===== config.mk =====
export PLATFORM = sky130hd
export DESIGN_NAME = fetch_unit
export DESIGN_NICKNAME = d
export VERILOG_FILES = /design/src/rtl/cpu_types_pkg.sv /design/src/rtl/fetch_slot.sv /design/src/rtl/fetch_unit.sv
export SDC_FILE = /design/constraint.sdc
export NUM_CORES = 1
export LEC_CHECK = 0
export CORE_UTILIZATION = 37
export CTS_BUF_LIST = sky130_fd_sc_hd__clkbuf_8
export CTS_CLUSTER_SIZE = 25
export DETAILED_ROUTE_END_ITERATION = 10
export GPL_TIMING_DRIVEN = 0
export PLACE_DENSITY = 0.84
export SYNTH_ARGS = -nofsm -noshare
export SYNTH_HDL_FRONTEND = slang
export SYNTH_SLANG_ARGS = --single-unit

===== constraint.sdc =====
create_clock -name CLK -period 2.86 [get_ports CLK]
set_clock_uncertainty 0.05 [all_clocks]
set_input_delay 0.572 -clock CLK [delete_from_list [all_inputs] [get_ports CLK]]
set_output_delay 0.572 -clock CLK [all_outputs]
set_load 0.01 [all_outputs]

===== src/rtl/cpu_types_pkg.sv =====
// ============================================================================
//  Module      : cpu_types_pkg
//  Description : Shared CPU types: machine word, fetch FSM states, PC step.
//  Revision    : 1.0 - initial release
// ============================================================================
`default_nettype none

package cpu_types_pkg;

    typedef logic [31:0] word_t;

    typedef enum logic [1:0] {
        BOOT   = 2'd0,
        RUN    = 2'd1,
        HALTED = 2'd2
    } fetch_state_t;

    localparam word_t PC_STEP = 32'd4;

endpackage

`default_nettype wire


===== src/rtl/fetch_slot.sv =====
// ============================================================================
//  Module      : fetch_slot
//  Description : One-entry instruction slot (word, PC, valid) with load/clear.
//  Revision    : 1.0 - initial release
// ============================================================================
`default_nettype none

module fetch_slot (
    input  logic        clk,
    input  logic        rst,
    input  logic        load,
    input  logic        clear,
    input  logic [31:0] load_instr,
    input  logic [31:0] load_pc,
    output logic [31:0] instr,
    output logic [31:0] instr_pc,
    output logic        valid
);

    // Clear wins over load; with neither asserted the slot holds.
    always_ff @(posedge clk or posedge rst) begin
        if (rst) begin
            instr    <= '0;
            instr_pc <= '0;
            valid    <= 1'b0;
        end else if (clear) begin
            valid    <= 1'b0;
        end else if (load) begin
            instr    <= load_instr;
            instr_pc <= load_pc;
            valid    <= 1'b1;
        end
    end

endmodule

`default_nettype wire


===== src/rtl/fetch_unit.sv =====
// ============================================================================
//  Module      : fetch_unit
//  Description : Instruction-fetch front end: PC, icache request, output slot,
//                redirect and HALT handling. Statistics counters are built
//                only when FETCH_STATS_EN is defined.
//  Revision    : 1.0 - initial release
// ============================================================================
`default_nettype none

module fetch_unit
    import cpu_types_pkg::*;
#(
    parameter logic [31:0] PC_INIT = 32'h0000_0000
) (
    input  logic        CLK,
    input  logic        RST,
    output logic        iREN,
    output logic [31:0] iaddr,
    input  logic        ihit,
    input  logic [31:0] iload,
    input  logic        stall,
    input  logic        redirect_valid,
    input  logic [31:0] redirect_pc,
    input  logic        halt_dec,
    output logic [31:0] Instr,
    output logic        instr_valid,
    output logic [31:0] pc,
    output logic [31:0] instr_pc,
    output logic [31:0] npc,
    output logic        halted,
    output logic [31:0] fetch_cnt,
    output logic [31:0] stall_cnt
);

    fetch_state_t state;
    fetch_state_t state_nxt;
    logic         fetch_req;
    logic         redirect_take;
    logic         halt_take;
    logic         accept;
    logic         consume;
    logic         slot_clear;

    always_ff @(posedge CLK or posedge RST) begin
        if (RST) begin
            state <= BOOT;
        end else begin
            state <= state_nxt;
        end
    end

    always_comb begin
        state_nxt     = state;
        fetch_req     = 1'b0;
        redirect_take = 1'b0;
        halt_take     = 1'b0;
        case (state)
            BOOT: begin
                state_nxt     = RUN;
                redirect_take = redirect_valid;
            end
            RUN: begin
                redirect_take = redirect_valid;
                fetch_req     = !redirect_valid && (!instr_valid || !stall);
                halt_take     = !redirect_valid && instr_valid && halt_dec && !stall;
                if (halt_take) begin
                    state_nxt = HALTED;
                end
            end
            HALTED: begin
                state_nxt = HALTED;
            end
            default: begin
                state_nxt = BOOT;
            end
        endcase
    end

    // A word returning in the HALT cycle is dropped even though iREN was high.
    assign iREN       = fetch_req && !RST;
    assign accept     = fetch_req && ihit && !halt_take;
    assign consume    = instr_valid && !stall;
    assign slot_clear = redirect_take || halt_take || (consume && !accept);

    always_ff @(posedge CLK or posedge RST) begin
        if (RST) begin
            pc <= PC_INIT;
        end else if (redirect_take) begin
            pc <= redirect_pc & ~(PC_STEP - 32'd1);
        end else if (accept) begin
            pc <= pc + PC_STEP;
        end
    end

    fetch_slot u_slot (
        .clk        (CLK),
        .rst        (RST),
        .load       (accept),
        .clear      (slot_clear),
        .load_instr (iload),
        .load_pc    (pc),
        .instr      (Instr),
        .instr_pc   (instr_pc),
        .valid      (instr_valid)
    );

    assign iaddr  = pc;
    assign npc    = instr_pc + PC_STEP;
    assign halted = (state == HALTED);

`ifdef FETCH_STATS_EN
    word_t fetch_cnt_q;
    word_t stall_cnt_q;

    always_ff @(posedge CLK or posedge RST) begin
        if (RST) begin
            fetch_cnt_q <= '0;
            stall_cnt_q <= '0;
        end else begin
            if (accept) begin
                fetch_cnt_q <= fetch_cnt_q + 32'd1;
            end
            if ((state == RUN) && instr_valid && stall) begin
                stall_cnt_q <= stall_cnt_q + 32'd1;
            end
        end
    end

    assign fetch_cnt = fetch_cnt_q;
    assign stall_cnt = stall_cnt_q;
`else
    assign fetch_cnt = '0;
    assign stall_cnt = '0;
`endif

endmodule

`default_nettype wire

==> run summary, run 1 <==
Hold Path Cell Cnt -> 2
peak supply drop -> 380 uV
PwrDens -> 934 nW/um2
CTS tree -> yes
Post-Synth Simple-Gate Area -> 27.3%
Yosys cell types -> 55
Vias/cell -> 4.63
core footprint -> 14700 um2
Crit. End Element -> output pin
Core Util, Final -> 60.2%
Register Area -> 2380 um2
total track usage -> 22.8%
final wirelength -> 17600 um
total number of yosys warnings -> 0
clk_lat worst skew -> 370 ps
end of the worst register-to-register path -> u_slot.instr[31]
Die ar. -> 15700 um2
I/O Buffers -> 222
critical-path cell list -> and3_4, nand3_4, nor4_4, buf_4, nand3_1, xnor2_1, dlygate4sd2_1
dominant cells by area after synthesis -> dfrtp_1, nand2_1, buf_4
arrival time worst endpoint -> 2150 ps
placed inst area -> 8400 um2
final instance area -> 8860 um2
crit-path max FO -> 6
Post-route DRC -> 19
R2R setup slack -> 340 ps
H-tree depth -> 3
Num CTS Buffers -> 9
DP HPWL -> 13200 um
part of the cycle the worst path needs -> 96.8%
post-layout net count -> 1068
EDFF count, synth -> 0
failing checks -> DRC
maxcap violations -> 0
share of post-route cells with drive strength above 1 -> 18.6%
relative slew slack -> 58.9%
Synth Area in XOR/XNOR -> 4.51%
Crit Path Class -> flop to output pin
via count -> 5481
cells on worst reg2reg path -> 9
Hold Fails Final Rpt -> 0
worst-margin pin slew -> 617 ps
root buf cell -> clkbuf_8
clock-pin slew on the worst setup and hold paths -> 100 ps
DRT iter0 DRCs -> 305
Syn-to-layout area delta -> 57.2%
Post-Syn Area -> 5630 um2
endpoints failing setup -> 0
post-synthesis average cell area -> 8.47 um2
largest net degree at the start of global routing -> 40
multi-input gate area in the final layout -> 2740 um2
Worst EP required -> 2240 ps
Clk pwr share -> 10.7%
Synth area leader -> dfrtp_1
Async SR Flop Fraction -> 100%
fin crit period -> 2770 ps
initial antenna violation count -> 4
cell count after synthesis -> 665
Adder-Cell Fraction of Synth Area -> 1.11%
register area share after synthesis -> 42.2%
GPL Wtd Cong -> 0.782
flop and latch count out of synthesis -> 95
hold path start -> u_slot.instr[13]
setup TNS -> 0 ps
clock buffer depth -> 2
site row count -> 44
Starting Density -> 38.3%
Worst path slowest cell -> dfrtp_1
Sink Count -> 95
first-pass GRT wire length -> 28200 um
Net Sw Frac -> 39.4%
crit start category -> flop
Hold/Removal Path Class -> flop to flop
Fmax -> 361 MHz
First-pass DRT Iterations -> 7
combinational fraction of design power -> 55.7%
mux share of post-synthesis cell area -> 0.555%
Critical R2R Launch -> state[1]
I/O pin count -> 297
status -> complete, but fails checks
Die H -> 125 um
Psw -> 3.26 mW
Hold Path Sink -> u_slot.instr[13]
Lkg Pwr -> 4.31 nW
grt total ovfl -> 0
Max stage delay on crit path -> 370 ps
number of global-route vias before repair -> 5291
Fill cells -> 1284
largest family of logic cells by synthesized area -> simple AND/OR/NAND/NOR gates
P_int -> 5.01 mW
die width -> 125 um
Routed WL per cell -> 14.9 um
post-route ant nets -> 0
register share of total power -> 33.6%
Hold Buf Count CTS -> 0
Main synth FF type -> dfrtp_1
Synth Area in Compound Gates -> 8.35%
Yosys top cell area share -> 42.2%
max-slew violations -> 0
-- per-stage QoR --
step,hold WS [ps],total power [mW],worst slack (ps),std cells
6_report,432,8.27,92.0,1183
3_5_place_dp,411,7.30,-440,1144
2_1_floorplan,464,4.68,561,736
4_1_cts,436,8.34,-4.13,1180
5_1_grt,460,8.85,-3.39,1183
3_3_place_gp,407,7.18,-415,1142
-- sequential cells by signal (all words and copies together), names as in the netlist --
signal / flops
u_slot.valid: 1
u_slot.instr: 32
iaddr: 30
state: 2
u_slot.instr_pc: 30
-- cell usage in the layout (no fill, tap or decap), drive strengths merged, types with 2 or more instances in the layout --
cell,Yosys,routed
ha,5,5
nor2b,2,2
o211ai,5,5
clkinvlp,0,2
dlymetal6s2s,0,3
inv,6,6
and3,10,10
dlygate4sd2,0,10
conb,1,72
nor3,6,6
a21oi,11,11
xor2,5,5
nand3,28,28
nor2,14,14
xnor2,24,24
nand2b,2,2
o21ai,18,18
a221o,7,7
buf,114,140
a22oi,2,2
clkdlybuf4s50,0,205
a32oi,3,3
nand4,12,12
clkinv,0,4
nand2,234,234
mux2i,2,2
or3,4,4
a21o,2,2
nor4,7,7
dfrtp,95,95
and4,4,4
o311ai,9,9
and2,2,2
nor3b,3,3
clkbuf,14,24
-- power groups by stage --
stage | Sequential [mW] | Combinational [mW] | Clock (mW)
floorplan | 2.90 | 1.78 | 0
global placement | 2.83 | 4.35 | 0
detailed placement | 2.86 | 4.43 | 0
CTS | 2.77 | 4.65 | 0.916
global route | 2.89 | 5.00 | 0.968
finish | 2.78 | 4.61 | 0.888
-- area by class of cell --
type,count,share of cell area [%]
well taps,184,2.60
clock buffers,9,1.40
inverters,6,0.297
clock inverters,7,0.735
flip-flops and latches,95,26.9
diodes,1,0.0283
repair buffers,246,27.2
plain buffers,128,9.86
multi-input cells,507,31.0
-- cell usage after synthesis, types with 6 or more instances --
cell type  number
nand4_1         9
nor3_1          6
buf_4         102
clkbuf_1       14
inv_1           6
and3_1         10
dfrtp_1        95
nand3_1        26
o311ai_0        8
a221o_1         7
xnor2_1        24
nor2_1         13
buf_2           7
nand2_1       234
o21ai_0        18
a21oi_1        11
-- layer usage --
| layer | wire (um) | track usage, % | share of wire, % | up-vias |
|---|---|---|---|---|
| met2 | 8830 | 39.5 | 50 | 199 |
| met5 | 17 | 0 | 0.097 | - |
| li1 | - | - | - | 2706 |
| met4 | 313 | 8.54 | 1.8 | 2 |
| met3 | 1230 | 5.39 | 7.0 | 22 |
| met1 | 7200 | 27.6 | 41 | 2552 |
-- worst max-delay path by stage --
stage / slack (ps) / from / cells after the start / end
2_1_floorplan: 560 / u_slot.instr_pc[2] / 6 / npc[24]
3_3_place_gp: -420 / u_slot.instr_pc[2] / 7 / npc[30]
3_5_place_dp: -440 / u_slot.instr_pc[3] / 7 / npc[30]
4_1_cts: -4 / u_slot.instr_pc[2] / 8 / npc[30]
5_1_grt: -3 / u_slot.instr_pc[6] / 6 / npc[11]
6_report: 90 / u_slot.instr_pc[8] / 7 / npc[27]
-- critical path, delay by kind of cell (launching register included) --
family,cells,cell delay [ps]
and+or+nand+nor,4,770
xor gates and xnor gates,1,150
buffers and inverters,2,470
DFF,1,370
-- cells by family (layout without fill, tap and decap cells) --
| family | count (synthesis) | after routing |
|---|---|---|
| AND/OR/NAND/NOR | 331 | 331 |
| buffers and inverters | 134 | 396 |
| flip-flops | 95 | 95 |
| AO/OA/AOI/OAI | 67 | 67 |
| XOR/XNOR | 29 | 29 |
| adder cells (fa/ha/maj) | 5 | 5 |
| multiplexers | 3 | 3 |
| other | 1 | 73 |
-- timing repair --
action	4_1_cts	5_1_grt
setup endpoints to repair	23	62
buffers inserted	20	2
gates resized for setup	47	12
pin swaps	4	3
No activity file was read; power rests on OpenSTA's default activity.
==> run 2: changes to the inputs <==
--- a/config.mk
+++ b/config.mk
@@ -10,6 +10,7 @@
 export CTS_CLUSTER_SIZE = 25
 export DETAILED_ROUTE_END_ITERATION = 10
 export GPL_TIMING_DRIVEN = 0
+export HOLD_SLACK_MARGIN = 0.03
 export PLACE_DENSITY = 0.84
 export SYNTH_ARGS = -nofsm -noshare
 export SYNTH_HDL_FRONTEND = slang
==> results of run 2 <==
No change in the layout: final DEF, timing and power equal those of run 1.
==> run 3: changes to the inputs <==
--- a/config.mk
+++ b/config.mk
@@ -5,6 +5,7 @@
 export SDC_FILE = /design/constraint.sdc
 export NUM_CORES = 1
 export LEC_CHECK = 0
+export ABC_CLOCK_PERIOD_IN_PS = 2860
 export CORE_UTILIZATION = 37
 export CTS_BUF_LIST = sky130_fd_sc_hd__clkbuf_8
 export CTS_CLUSTER_SIZE = 25
==> results of run 3 <==
No change in the layout: final DEF, timing and power equal those of run 1.
